===== config.mk =====
export PLATFORM = sky130hd
export DESIGN_NAME = axi_lite_ctrl_regs
export DESIGN_NICKNAME = d
export VERILOG_FILES = /design/src/rtl/axi_lite_ctrl_regs.sv
export SDC_FILE = /design/constraint.sdc
export NUM_CORES = 1
export LEC_CHECK = 0
export ABC_AREA = 1
export CAP_MARGIN = 0
export CORE_MARGIN = 4
export CORE_UTILIZATION = 43
export DETAILED_ROUTE_END_ITERATION = 6
export PLACE_DENSITY = 0.81
export SYNTH_ARGS = -nofsm -noshare
export SYNTH_HDL_FRONTEND = slang
export SYNTH_SLANG_ARGS = --single-unit

===== constraint.sdc =====
create_clock -name clk -period 1.84 [get_ports clk]
set_input_delay 0.276 -clock clk [delete_from_list [all_inputs] [get_ports clk]]
set_output_delay 0.276 -clock clk [all_outputs]
set_load 0.01 [all_outputs]

===== src/rtl/axi_lite_ctrl_regs.sv =====
// AXI-Lite control/status register file for the matrix accelerator: start pulse,
// M/K/N dimensions, busy/done status and a level interrupt.
module axi_lite_ctrl_regs #(
    parameter int unsigned ADDR_W = 32,
    parameter int unsigned DATA_W = 32,
    parameter int unsigned CFG_W  = 16
) (
    input  logic              clk,
    input  logic              rst_n,
    input  logic              s_axi_awvalid,
    output logic              s_axi_awready,
    input  logic [ADDR_W-1:0] s_axi_awaddr,
    input  logic              s_axi_wvalid,
    output logic              s_axi_wready,
    input  logic [DATA_W-1:0] s_axi_wdata,
    output logic              s_axi_bvalid,
    input  logic              s_axi_bready,
    output logic [1:0]        s_axi_bresp,
    input  logic              s_axi_arvalid,
    output logic              s_axi_arready,
    input  logic [ADDR_W-1:0] s_axi_araddr,
    output logic              s_axi_rvalid,
    input  logic              s_axi_rready,
    output logic [DATA_W-1:0] s_axi_rdata,
    output logic [1:0]        s_axi_rresp,
    output logic              start_o,
    output logic [CFG_W-1:0]  cfg_m_o,
    output logic [CFG_W-1:0]  cfg_k_o,
    output logic [CFG_W-1:0]  cfg_n_o,
    input  logic              busy_i,
    input  logic              done_i,
    output logic              irq_o
);

    typedef enum logic [2:0] {
        REG_CTRL   = 3'd0,
        REG_STATUS = 3'd1,
        REG_CFG_M  = 3'd2,
        REG_CFG_K  = 3'd3,
        REG_CFG_N  = 3'd4
    } reg_idx_e;

    localparam logic [1:0] RESP_OKAY   = 2'b00;
    localparam logic [1:0] RESP_SLVERR = 2'b10;

    // Write channel state
    logic              awready_q, awready_d;
    logic              wready_q, wready_d;
    logic              aw_have_q, aw_have_d;
    logic              w_have_q, w_have_d;
    logic [2:0]        awidx_q, awidx_d;
    logic [DATA_W-1:0] wdata_q, wdata_d;
    logic              bvalid_q, bvalid_d;
    logic [1:0]        bresp_q, bresp_d;

    // Read channel state
    logic              arready_q, arready_d;
    logic              rvalid_q, rvalid_d;
    logic [DATA_W-1:0] rdata_q, rdata_d;
    logic [1:0]        rresp_q, rresp_d;

    // Register file
    logic              ie_q, ie_d;
    logic              done_q, done_d;
    logic              err_q, err_d;
    logic [CFG_W-1:0]  cfg_m_q, cfg_m_d;
    logic [CFG_W-1:0]  cfg_k_q, cfg_k_d;
    logic [CFG_W-1:0]  cfg_n_q, cfg_n_d;
    logic              start_q, start_d;
    logic              irq_q, irq_d;

    // Handshake and decode helpers
    logic              aw_hs, w_hs, b_hs, ar_hs, r_hs;
    logic              commit;
    logic [2:0]        wr_idx;
    logic [DATA_W-1:0] wr_data;
    logic [1:0]        wr_resp;
    logic              err_set, err_clr, done_clr;
    logic              cfg_zero;
    logic [DATA_W-1:0] rd_val;
    logic [1:0]        rd_resp;
    logic              unused_bits;

    assign unused_bits = ^{s_axi_awaddr, s_axi_araddr, wr_data};

    // Write path: the commit may coincide with either handshake, so the
    // live bus values bypass the holding registers on that edge.
    always_comb begin
        aw_hs    = s_axi_awvalid & awready_q;
        w_hs     = s_axi_wvalid & wready_q;
        b_hs     = bvalid_q & s_axi_bready;
        wr_idx   = aw_hs ? s_axi_awaddr[4:2] : awidx_q;
        wr_data  = w_hs ? s_axi_wdata : wdata_q;
        commit   = (aw_have_q | aw_hs) & (w_have_q | w_hs);
        cfg_zero = (cfg_m_q == '0) | (cfg_k_q == '0) | (cfg_n_q == '0);

        ie_d     = ie_q;
        cfg_m_d  = cfg_m_q;
        cfg_k_d  = cfg_k_q;
        cfg_n_d  = cfg_n_q;
        err_set  = 1'b0;
        err_clr  = 1'b0;
        done_clr = 1'b0;
        start_d  = 1'b0;
        wr_resp  = RESP_OKAY;

        if (commit) begin
            case (wr_idx)
                REG_CTRL: begin
                    ie_d = wr_data[1];
                    if (wr_data[0]) begin
                        if (busy_i || cfg_zero) begin
                            err_set = 1'b1;
                        end else begin
                            start_d = 1'b1;
                        end
                    end
                end
                REG_STATUS: begin
                    done_clr = wr_data[1];
                    err_clr  = wr_data[2];
                end
                REG_CFG_M: begin
                    if (busy_i) wr_resp = RESP_SLVERR;
                    else        cfg_m_d = wr_data[CFG_W-1:0];
                end
                REG_CFG_K: begin
                    if (busy_i) wr_resp = RESP_SLVERR;
                    else        cfg_k_d = wr_data[CFG_W-1:0];
                end
                REG_CFG_N: begin
                    if (busy_i) wr_resp = RESP_SLVERR;
                    else        cfg_n_d = wr_data[CFG_W-1:0];
                end
                default: wr_resp = RESP_SLVERR;
            endcase
        end

        // A done pulse coinciding with a W1C of DONE keeps DONE set
        done_d = done_i | (done_q & ~done_clr);
        err_d  = err_set | (err_q & ~err_clr);
        irq_d  = done_d & ie_d;

        aw_have_d = (aw_have_q | aw_hs) & ~commit;
        w_have_d  = (w_have_q | w_hs) & ~commit;
        awidx_d   = aw_hs ? s_axi_awaddr[4:2] : awidx_q;
        wdata_d   = w_hs ? s_axi_wdata : wdata_q;
        bvalid_d  = commit | (bvalid_q & ~b_hs);
        bresp_d   = commit ? wr_resp : bresp_q;
        awready_d = ~aw_have_d & ~bvalid_d;
        wready_d  = ~w_have_d & ~bvalid_d;
    end

    // Read path
    always_comb begin
        ar_hs   = s_axi_arvalid & arready_q;
        r_hs    = rvalid_q & s_axi_rready;
        rd_val  = '0;
        rd_resp = RESP_OKAY;
        case (s_axi_araddr[4:2])
            REG_CTRL:   rd_val[1] = ie_q;
            REG_STATUS: rd_val[2:0] = {err_q, done_q, busy_i};
            REG_CFG_M:  rd_val[CFG_W-1:0] = cfg_m_q;
            REG_CFG_K:  rd_val[CFG_W-1:0] = cfg_k_q;
            REG_CFG_N:  rd_val[CFG_W-1:0] = cfg_n_q;
            default:    rd_resp = RESP_SLVERR;
        endcase
        rvalid_d  = ar_hs | (rvalid_q & ~r_hs);
        arready_d = ~rvalid_d;
        rdata_d   = ar_hs ? rd_val : rdata_q;
        rresp_d   = ar_hs ? rd_resp : rresp_q;
    end

    always_ff @(posedge clk or negedge rst_n) begin
        if (!rst_n) begin
            awready_q <= 1'b0;
            wready_q  <= 1'b0;
            aw_have_q <= 1'b0;
            w_have_q  <= 1'b0;
            awidx_q   <= '0;
            wdata_q   <= '0;
            bvalid_q  <= 1'b0;
            bresp_q   <= '0;
            arready_q <= 1'b0;
            rvalid_q  <= 1'b0;
            rdata_q   <= '0;
            rresp_q   <= '0;
            ie_q      <= 1'b0;
            done_q    <= 1'b0;
            err_q     <= 1'b0;
            cfg_m_q   <= '0;
            cfg_k_q   <= '0;
            cfg_n_q   <= '0;
            start_q   <= 1'b0;
            irq_q     <= 1'b0;
        end else begin
            awready_q <= awready_d;
            wready_q  <= wready_d;
            aw_have_q <= aw_have_d;
            w_have_q  <= w_have_d;
            awidx_q   <= awidx_d;
            wdata_q   <= wdata_d;
            bvalid_q  <= bvalid_d;
            bresp_q   <= bresp_d;
            arready_q <= arready_d;
            rvalid_q  <= rvalid_d;
            rdata_q   <= rdata_d;
            rresp_q   <= rresp_d;
            ie_q      <= ie_d;
            done_q    <= done_d;
            err_q     <= err_d;
            cfg_m_q   <= cfg_m_d;
            cfg_k_q   <= cfg_k_d;
            cfg_n_q   <= cfg_n_d;
            start_q   <= start_d;
            irq_q     <= irq_d;
        end
    end

    assign s_axi_awready = awready_q;
    assign s_axi_wready  = wready_q;
    assign s_axi_bvalid  = bvalid_q;
    assign s_axi_bresp   = bresp_q;
    assign s_axi_arready = arready_q;
    assign s_axi_rvalid  = rvalid_q;
    assign s_axi_rdata   = rdata_q;
    assign s_axi_rresp   = rresp_q;
    assign start_o       = start_q;
    assign cfg_m_o       = cfg_m_q;
    assign cfg_k_o       = cfg_k_q;
    assign cfg_n_o       = cfg_n_q;
    assign irq_o         = irq_q;

endmodule


==> summary.md, run 1 <==
| Metric | Value |
|---|---|
| Outcome | `finished clean` |
| RSZ-0062 raised after global routing | `false` |
| Syn Inst Count | `535` |
| Syn Area/Cell | `8.72 sq um` |
| DP HPWL | `9.05 mm` |
| Worst Skew | `12.4 ps` |
| Num rows | `37` |
| Slowest cell on the critical path | `clkdlybuf4s50_1` |
| Layout fillers | `916` |
| Post-CTS setup repair buffer count | `0` |
| WP data arrival | `1450 ps` |
| Layout cells sized above 1 | `14.4%` |
| Measured slew at the worst slew-check pin | `515 ps` |
| CP startpoint kind | `register` |
| Post-route minimum period | `1720 ps` |
| I/O pin count | `196` |
| Setup-failing EPs final | `0` |
| Dpl ws | `-68.0 ps` |
| Met3 routed wirelength | `696 microns` |
| Mapped Area | `4660 sq um` |
| Worst-Skew Late Latency | `370 ps` |
| CP max FO | `6` |
| Routed len/inst | `14.8 microns` |
| Initial core utilization | `44.6%` |
| CTS tree | `yes` |
| Routability congestion estimate | `0.839` |
| Root Buffer | `clkbuf_8` |
| Layout area overhead | `29.6%` |
| Met1 wire length | `5.17 mm` |
| Crit-path cells | `clkdlybuf4s50_1` |
| DRC violations left | `0` |
| Number of I/O port buffers | `103` |
| Post-synth EDFFs | `0` |
| Largest cells by area after synthesis | `dfrtp_1 52%, nand2_1 15%, o21ai_2 6.6%` |
| Core region area | `10500 sq um` |
| N_diodes | `0` |
| Setup ws final | `119 ps` |
| R2r setup slk | `310 ps` |
| Synth unique cells | `28` |
| CP Buf/Inv Count | `1` |
| Gr ovfl total | `0` |
| Asr flop ratio synth | `100%` |
| Vert. Die Dim | `112 microns` |
| Drt first pass iters | `4` |
| Largest net degree at the start of global routing | `41` |
| Total Die Area | `12600 sq um` |
| Hold Path Class | `in2async` |
| Area leader, netlist | `dfrtp_1` |
| Fin. Hold Viols | `0` |
| Post-route insts no fill | `791` |
| Design area | `6040 sq um` |
| VDD IR max | `0.497 mV` |
| Hold Buf Count CTS | `1` |
| Critical path capture point type | `output port` |
| Sequential-to-total area share from yosys stat | `52.1%` |
| Die X | `112 microns` |
| Maximum root-to-sink buffer count | `2` |
| Top cell type's share of synthesized area | `52.1%` |
| Yosys warns | `0` |
| Largest delay contributor family on the critical path | `buffers and inverters` |
| Cells after DPL | `774` |
| Post-route ant nets | `0` |
| Total routed wirelength | `11.7 mm` |
| Total number of vias | `3790` |
| Most common cell after layout, fill and taps aside | `nand2_1` |
| Max layer used | `met4` |
| Critical Path Max Stage Delay | `590 ps` |
| Vias in the first global route | `3814` |
| FMAX | `581 MHz` |
| Crit Path Class | `reg2out` |
| Clock buffer count from CTS | `9` |
| Vias per std cell | `4.79` |
| Critical path data required time | `1560 ps` |
| CTS H-tree lvls | `3` |
| Initial antenna violation count | `0` |
| Final Max Tran Viols | `0` |
| GRT Resource Usage Total | `18.9%` |
| Max-cap violations | `0` |
| Post-cts repair resize count | `0` |
| Period utilization | `93.6%` |
| PD cells | `1360 nW/um^2` |
| Clock sinks | `97` |
| Leakage power | `2.93 nW` |
| First-pass GRT wire length | `19.3 mm` |
| Post-DP Area | `5850 sq um` |
| Clock slew seen by the registers of the worst setup and hold paths | `100 ps` |
| Wire length on met2 | `5.51 mm` |
| Commonest cells after routing, fill and taps aside | `192 x nand2_1, 102 x clkdlybuf4s50_1, 97 x dfrtp_1, 41 x inv_1, 41 x nor2_1` |
| Nets | `755` |
| Main flop type after synthesis | `dfrtp_1` |
| WHS | `408 ps` |
| Initial DRC Count | `164` |
| Worst slew margin | `65.7%` |
| Seq cells post-synth | `97` |
worst register-to-register path: cells and delay by family (launching register included):
| family | cells | cell delay, ps |
|---|---|---|
| DFF | 1 | 490 |
| buffers and inverters | 1 | 190 |
| AOI/OAI and AO/OA | 1 | 60 |
| and+or+nand+nor | 6 | 680 |
final cells by class:
| cell class | instances | area, sq um | area share, % |
|---|---|---|---|
| sequential | 97 | 2430 | 40.2 |
| clock inverter | 6 | 47.5 | 0.787 |
| inverter | 43 | 164 | 2.71 |
| multi-input combinational | 378 | 1870 | 30.9 |
| timing repair buffer | 121 | 1230 | 20.3 |
| clock buffer | 10 | 138 | 2.28 |
| tap | 136 | 170 | 2.82 |
flip-flops by register name, indices dropped and copies added, names as in the netlist, 3 cells and up:
| name | flops |
|---|---|
| cfg_m_o | 16 |
| awidx_q | 3 |
| cfg_n_o | 16 |
| s_axi_rdata | 16 |
| cfg_k_o | 16 |
| wdata_q | 16 |
cell families after synthesis:
logic type | share of synthesized area [%]
AOI/OAI and AO/OA | 9.95
DFF | 52.1
buffers and inverters | 9.26
and+or+nand+nor | 28.7
other | 0.0804
path summary, 6_finish.rpt:
| path | to | startpoint | cells after the start |
|---|---|---|---|
| min in group clk | s_axi_arready | s_axi_rready | 3 |
| worst min register to register | s_axi_arready | s_axi_rvalid | 1 |
| worst min-delay path | w_have_q | rst_n | 2 |
| worst max-delay path | s_axi_awready | s_axi_awready | 1 |
| max in group asynchronous | wdata_q[6] | rst_n | 3 |
| worst max register to register | cfg_m_o[3] | s_axi_awready | 8 |
Yosys cell counts (4+ instances only):
cell	count
nor2_1	41
nand2_1	192
nand2_2	11
dfrtp_1	97
buf_6	9
inv_1	41
o21ai_1	14
nand3_1	19
and2_1	14
a21oi_1	6
buf_4	18
nand2_4	7
o21ai_0	4
o211ai_1	4
buf_2	4
o21ai_2	35
power by group:
part | switching (mW) | total [mW] | internal [mW]
logic | 1.97 | 3.56 | 1.60
registers | 0.557 | 3.37 | 2.81
clock network | 0.745 | 1.29 | 0.542
total | 3.27 | 8.22 | 4.95
through the flow:
stage	total power [mW]	utilization, %	setup TNS, ps
global route	8.80	57.8	0
floorplan	5.31	-	0
global placement	6.82	55.9	0
detailed placement	6.98	55.9	-2640
CTS	8.28	57.8	0
finish	8.22	57.8	0
routing by layer:
layer	vias up	GRT usage, %
met2	114	31.0
met1	1773	24.9
met3	21	3.72
met5	-	0
li1	1882	-
met4	0	7.05
Power figures use the tool's default switching activity.
==> run 2: changes to the inputs <==
--- a/config.mk
+++ b/config.mk
@@ -11,6 +11,7 @@
 export CORE_UTILIZATION = 43
 export DETAILED_ROUTE_END_ITERATION = 6
 export PLACE_DENSITY = 0.81
+export SKIP_LAST_GASP = 1
 export SYNTH_ARGS = -nofsm -noshare
 export SYNTH_HDL_FRONTEND = slang
 export SYNTH_SLANG_ARGS = --single-unit
==> results of run 2 <==
Final layout, timing and power as in run 1 (identical DEF).
==> run 3: changes to the inputs <==
--- a/config.mk
+++ b/config.mk
@@ -5,11 +5,11 @@
 export SDC_FILE = /design/constraint.sdc
 export NUM_CORES = 1
 export LEC_CHECK = 0
-export ABC_AREA = 1
-export CAP_MARGIN = 0
+export CAP_MARGIN = 20
 export CORE_MARGIN = 4
-export CORE_UTILIZATION = 43
+export CORE_UTILIZATION = 42
 export DETAILED_ROUTE_END_ITERATION = 6
+export HOLD_SLACK_MARGIN = 0.12
 export PLACE_DENSITY = 0.81
 export SKIP_LAST_GASP = 1
 export SYNTH_ARGS = -nofsm -noshare
==> run 3 against run 2 <==
Compared with the run above: synthesized area down 6.1%; die area down 3.6%; combinational power grew 33%; highest routed layer unchanged; critical endpoint is now cfg_n_o[14]; via count is 12% lower; power grew 22%; the flow now finishes with violations (setup timing).
==> summary.md, run 3 <==
| Metric | Value |
|---|---|
| Outcome | `finished, violations left` |
| Failing checks | `setup timing` |
| Die X | `110 microns (-1.8%)` |
| Num rows | `37 (unchanged)` |
| Vert. Die Dim | `110 microns (-1.8%)` |
| N_diodes | `0 (unchanged)` |
| Setup TNS | `-3390 ps (-3390 ps)` |
| Critical path data required time | `2090 ps (+530 ps)` |
| Largest cells by area after synthesis | `dfrtp_1 55%, mux2_2 14%, mux2i_1 3.7%` |
| GRT Resource Usage Total | `20.3% (+1.4 points)` |
| Sequential-to-total area share from yosys stat | `55.4% (+3.4 points)` |
| Asr flop ratio synth | `100% (unchanged)` |
| Core region area | `10200 sq um (-2.2%)` |
| CTS H-tree lvls | `3 (unchanged)` |
| Crit-path cells | `clkdlybuf4s50_1, a21o_1, nand2_4, buf_6, or4b_4, clkbuf_16, mux2_4` |
| Syn Area/Cell | `12.7 sq um (+46%)` |
| Post-route minimum period | `2000 ps (+277 ps)` |
| Largest delay contributor family on the critical path | `buffers and inverters` |
| Root Buffer | `clkbuf_8` |
| Post-route ant nets | `0 (unchanged)` |
| Post-synth EDFFs | `0 (unchanged)` |
| Routability congestion estimate | `0.856 (+2.1%)` |
| Maximum root-to-sink buffer count | `2 (unchanged)` |
| Seq cells post-synth | `97 (unchanged)` |
| Critical path capture point type | `register` |
| Most common cell after layout, fill and taps aside | `clkdlybuf4s50_1` |
| CTS tree | `yes` |
| FMAX | `500 MHz (-14%)` |
| Period utilization | `109% (+15 points)` |
| Fin. Hold Viols | `0 (unchanged)` |
| DP HPWL | `8.79 mm (-2.9%)` |
| R2r setup slk | `-130 ps (-440 ps)` |
| WP data arrival | `2250 ps (+800 ps)` |
| Yosys warns | `0 (unchanged)` |
| Total number of vias | `3331 (-12%)` |
| Reg2Reg Depth | `6 (-2)` |
| Synth unique cells | `46 (+64%)` |
| Initial DRC Count | `187 (+14%)` |
| Drt first pass iters | `4 (unchanged)` |
| Max-cap violations | `0 (unchanged)` |
| CP Buf/Inv Count | `3 (+2)` |
| Area leader, netlist | `dfrtp_1` |
| Hold Path Class | `in2async` |
| Total Die Area | `12100 sq um (-3.6%)` |
| Top cell type's share of synthesized area | `55.4% (+3.4 points)` |
| Clock slew seen by the registers of the worst setup and hold paths | `90 ps (about the same)` |
| CP startpoint kind | `input port` |
| Clock buffer count from CTS | `9 (unchanged)` |
| Initial core utilization | `42.8% (-1.8 points)` |
| Worst Skew | `10.5 ps (-1.94 ps)` |
| Initial antenna violation count | `0 (unchanged)` |
| Critical Path Max Stage Delay | `580 ps (about the same)` |
| Final Max Tran Viols | `0 (unchanged)` |
| Slowest cell on the critical path | `or4b_4` |
| Count leader, synth | `dfrtp_1` |
| Largest net degree at the start of global routing | `39 (-4.9%)` |
| Worst r2r dst | `cfg_n_o[14]` |
| Leakage power | `2.78 nW (-5.1%)` |
| Main flop type after synthesis | `dfrtp_1` |
| VDD IR max | `0.843 mV (+69%)` |
| Layout cells sized above 1 | `27.8% (+13 points)` |
| Layout area overhead | `41.6%` |
| I/O pin count | `196 (unchanged)` |
| Crit Path Class | `in2reg` |
| Worst flop-to-flop path startpoint | `s_axi_awready` |
| Clock sinks | `97 (unchanged)` |
| PD cells | `1610 nW/um^2 (+19%)` |
| Setup ws final | `-158 ps (-277 ps)` |
| Gr ovfl total | `0 (unchanged)` |
| Number of I/O port buffers | `103 (unchanged)` |
| Top cells by instance count after synthesis | `97 x dfrtp_1, 55 x mux2_2, 22 x nor2_1` |
| RSZ-0062 raised after global routing | `true` |
| Worst Setup SP | `s_axi_wvalid` |
| Setup-failing EPs final | `32 (+32)` |
| CP max FO | `8 (+2)` |
| Dpl ws | `-815 ps (-747 ps)` |
| Nets | `592 (-22%)` |
| Routed len/inst | `20.2 microns (+37%)` |
| Mapped Area | `4380 sq um (-6.1%)` |
| Total routed wirelength | `12.7 mm (+8.8%)` |
| Vias per std cell | `5.30 (+11%)` |
| Syn Inst Count | `345 (-36%)` |
| Worst-Skew Late Latency | `360 ps (about the same)` |
| First-pass GRT wire length | `18.7 mm (-2.9%)` |
| DRC violations left | `0 (unchanged)` |
| Commonest cells after routing, fill and taps aside | `101 x clkdlybuf4s50_1, 96 x dfrtp_1, 36 x mux2_2, 30 x mux2_4, 29 x buf_4` |
| Vias in the first global route | `3401 (-11%)` |
## run 3: cell count changes after synthesis, moves of 14 or more
cell | previous run | this run
inv_1 | 41 | 6
o21ai_1 | 14 | 0
mux2_2 | 0 | 55
mux2i_1 | 0 | 16
nor2_1 | 41 | 22
o21ai_2 | 35 | 0
nand3_1 | 19 | 1
nand2_1 | 192 | 18
## run 3: power by group
| group | internal, mW | switching [mW] | leakage (nW) | total [mW] |
|---|---|---|---|---|
| combinational | 2.72 | 2.03 | 1.45 | 4.74 |
| clock | 0.643 | 0.710 | 0.0960 | 1.35 |
| sequential | 3.02 | 0.893 | 1.23 | 3.92 |
| total | 6.38 | 3.63 | 2.78 | 10.0 |
## run 3: repair_timing
action                                 4_1_cts  5_1_grt
gates resized for setup                     27       10
pin swaps                                    3        2
cloned                                       1        2
endpoints found under the hold margin       30        0
buffers inserted                             5        5
hold buffers                                 1        0
setup endpoints to repair                   51       37
## run 3: area by class of cell
class | count | area, sq um
fill | 743 | 4030
sequential | 97 | 2430
inverter | 7 | 28.8
multi-input combinational | 227 | 1890
tap | 136 | 170
timing repair buffer | 145 | 1490
clock buffer | 15 | 186
clock inverter | 1 | 7.51
## run 3: cell families (layout without fill, tap and decap cells)
family	Yosys count	count (layout)	share of synthesized area (%)
and+or+nand+nor	75	75	9.43
buffers and inverters	38	168	5.57
AOI/OAI and AO/OA	50	50	6.97
other	1	18	0.0856
DFF	97	97	55.4
muxes	84	84	22.5
## run 3: worst max-delay path by stage
stage               cells past startpoint  slack (ps)           to
detailed placement                      5        -810  cfg_k_o[10]
global route                            7        -170  cfg_n_o[14]
global placement                        5        -740  cfg_k_o[10]
floorplan                               6        -210  cfg_m_o[10]
CTS                                     6        -110   cfg_n_o[7]
finish                                  7        -160  cfg_n_o[14]
## run 3: per-layer routing
metal / vias to the layer above / track usage (%) / part of all wire (%)
li1: 1485 / - / -
met1: 1667 / 27.6 / 41
met2: 143 / 32.5 / 50
met3: 36 / 3.20 / 5.7
met4: 0 / 8.62 / 3.7
met5: - / 0 / 0
## run 3: worst register-to-register path, cell delays in order, from the launching register on
cell and delay [ps]:
dfrtp_2 440, a21o_4 160, nand2_4 70, buf_6 140, or4b_4 580, clkbuf_16 200
mux2_4 290
## run 3: metrics by stage
step / utilization, % / hold slack, ps / cells / cell area [sq um] / power, mW
2_1_floorplan: - / -19.6 / 362 / 4460 / 5.69
3_3_place_gp: 55.6 / 235 / 599 / 5690 / 7.94
3_5_place_dp: 55.6 / 248 / 599 / 5690 / 8.12
4_1_cts: 59.3 / 400 / 621 / 6070 / 9.70
5_1_grt: 60.6 / 439 / 628 / 6200 / 10.5
6_report: 60.6 / 387 / 628 / 6200 / 10.0
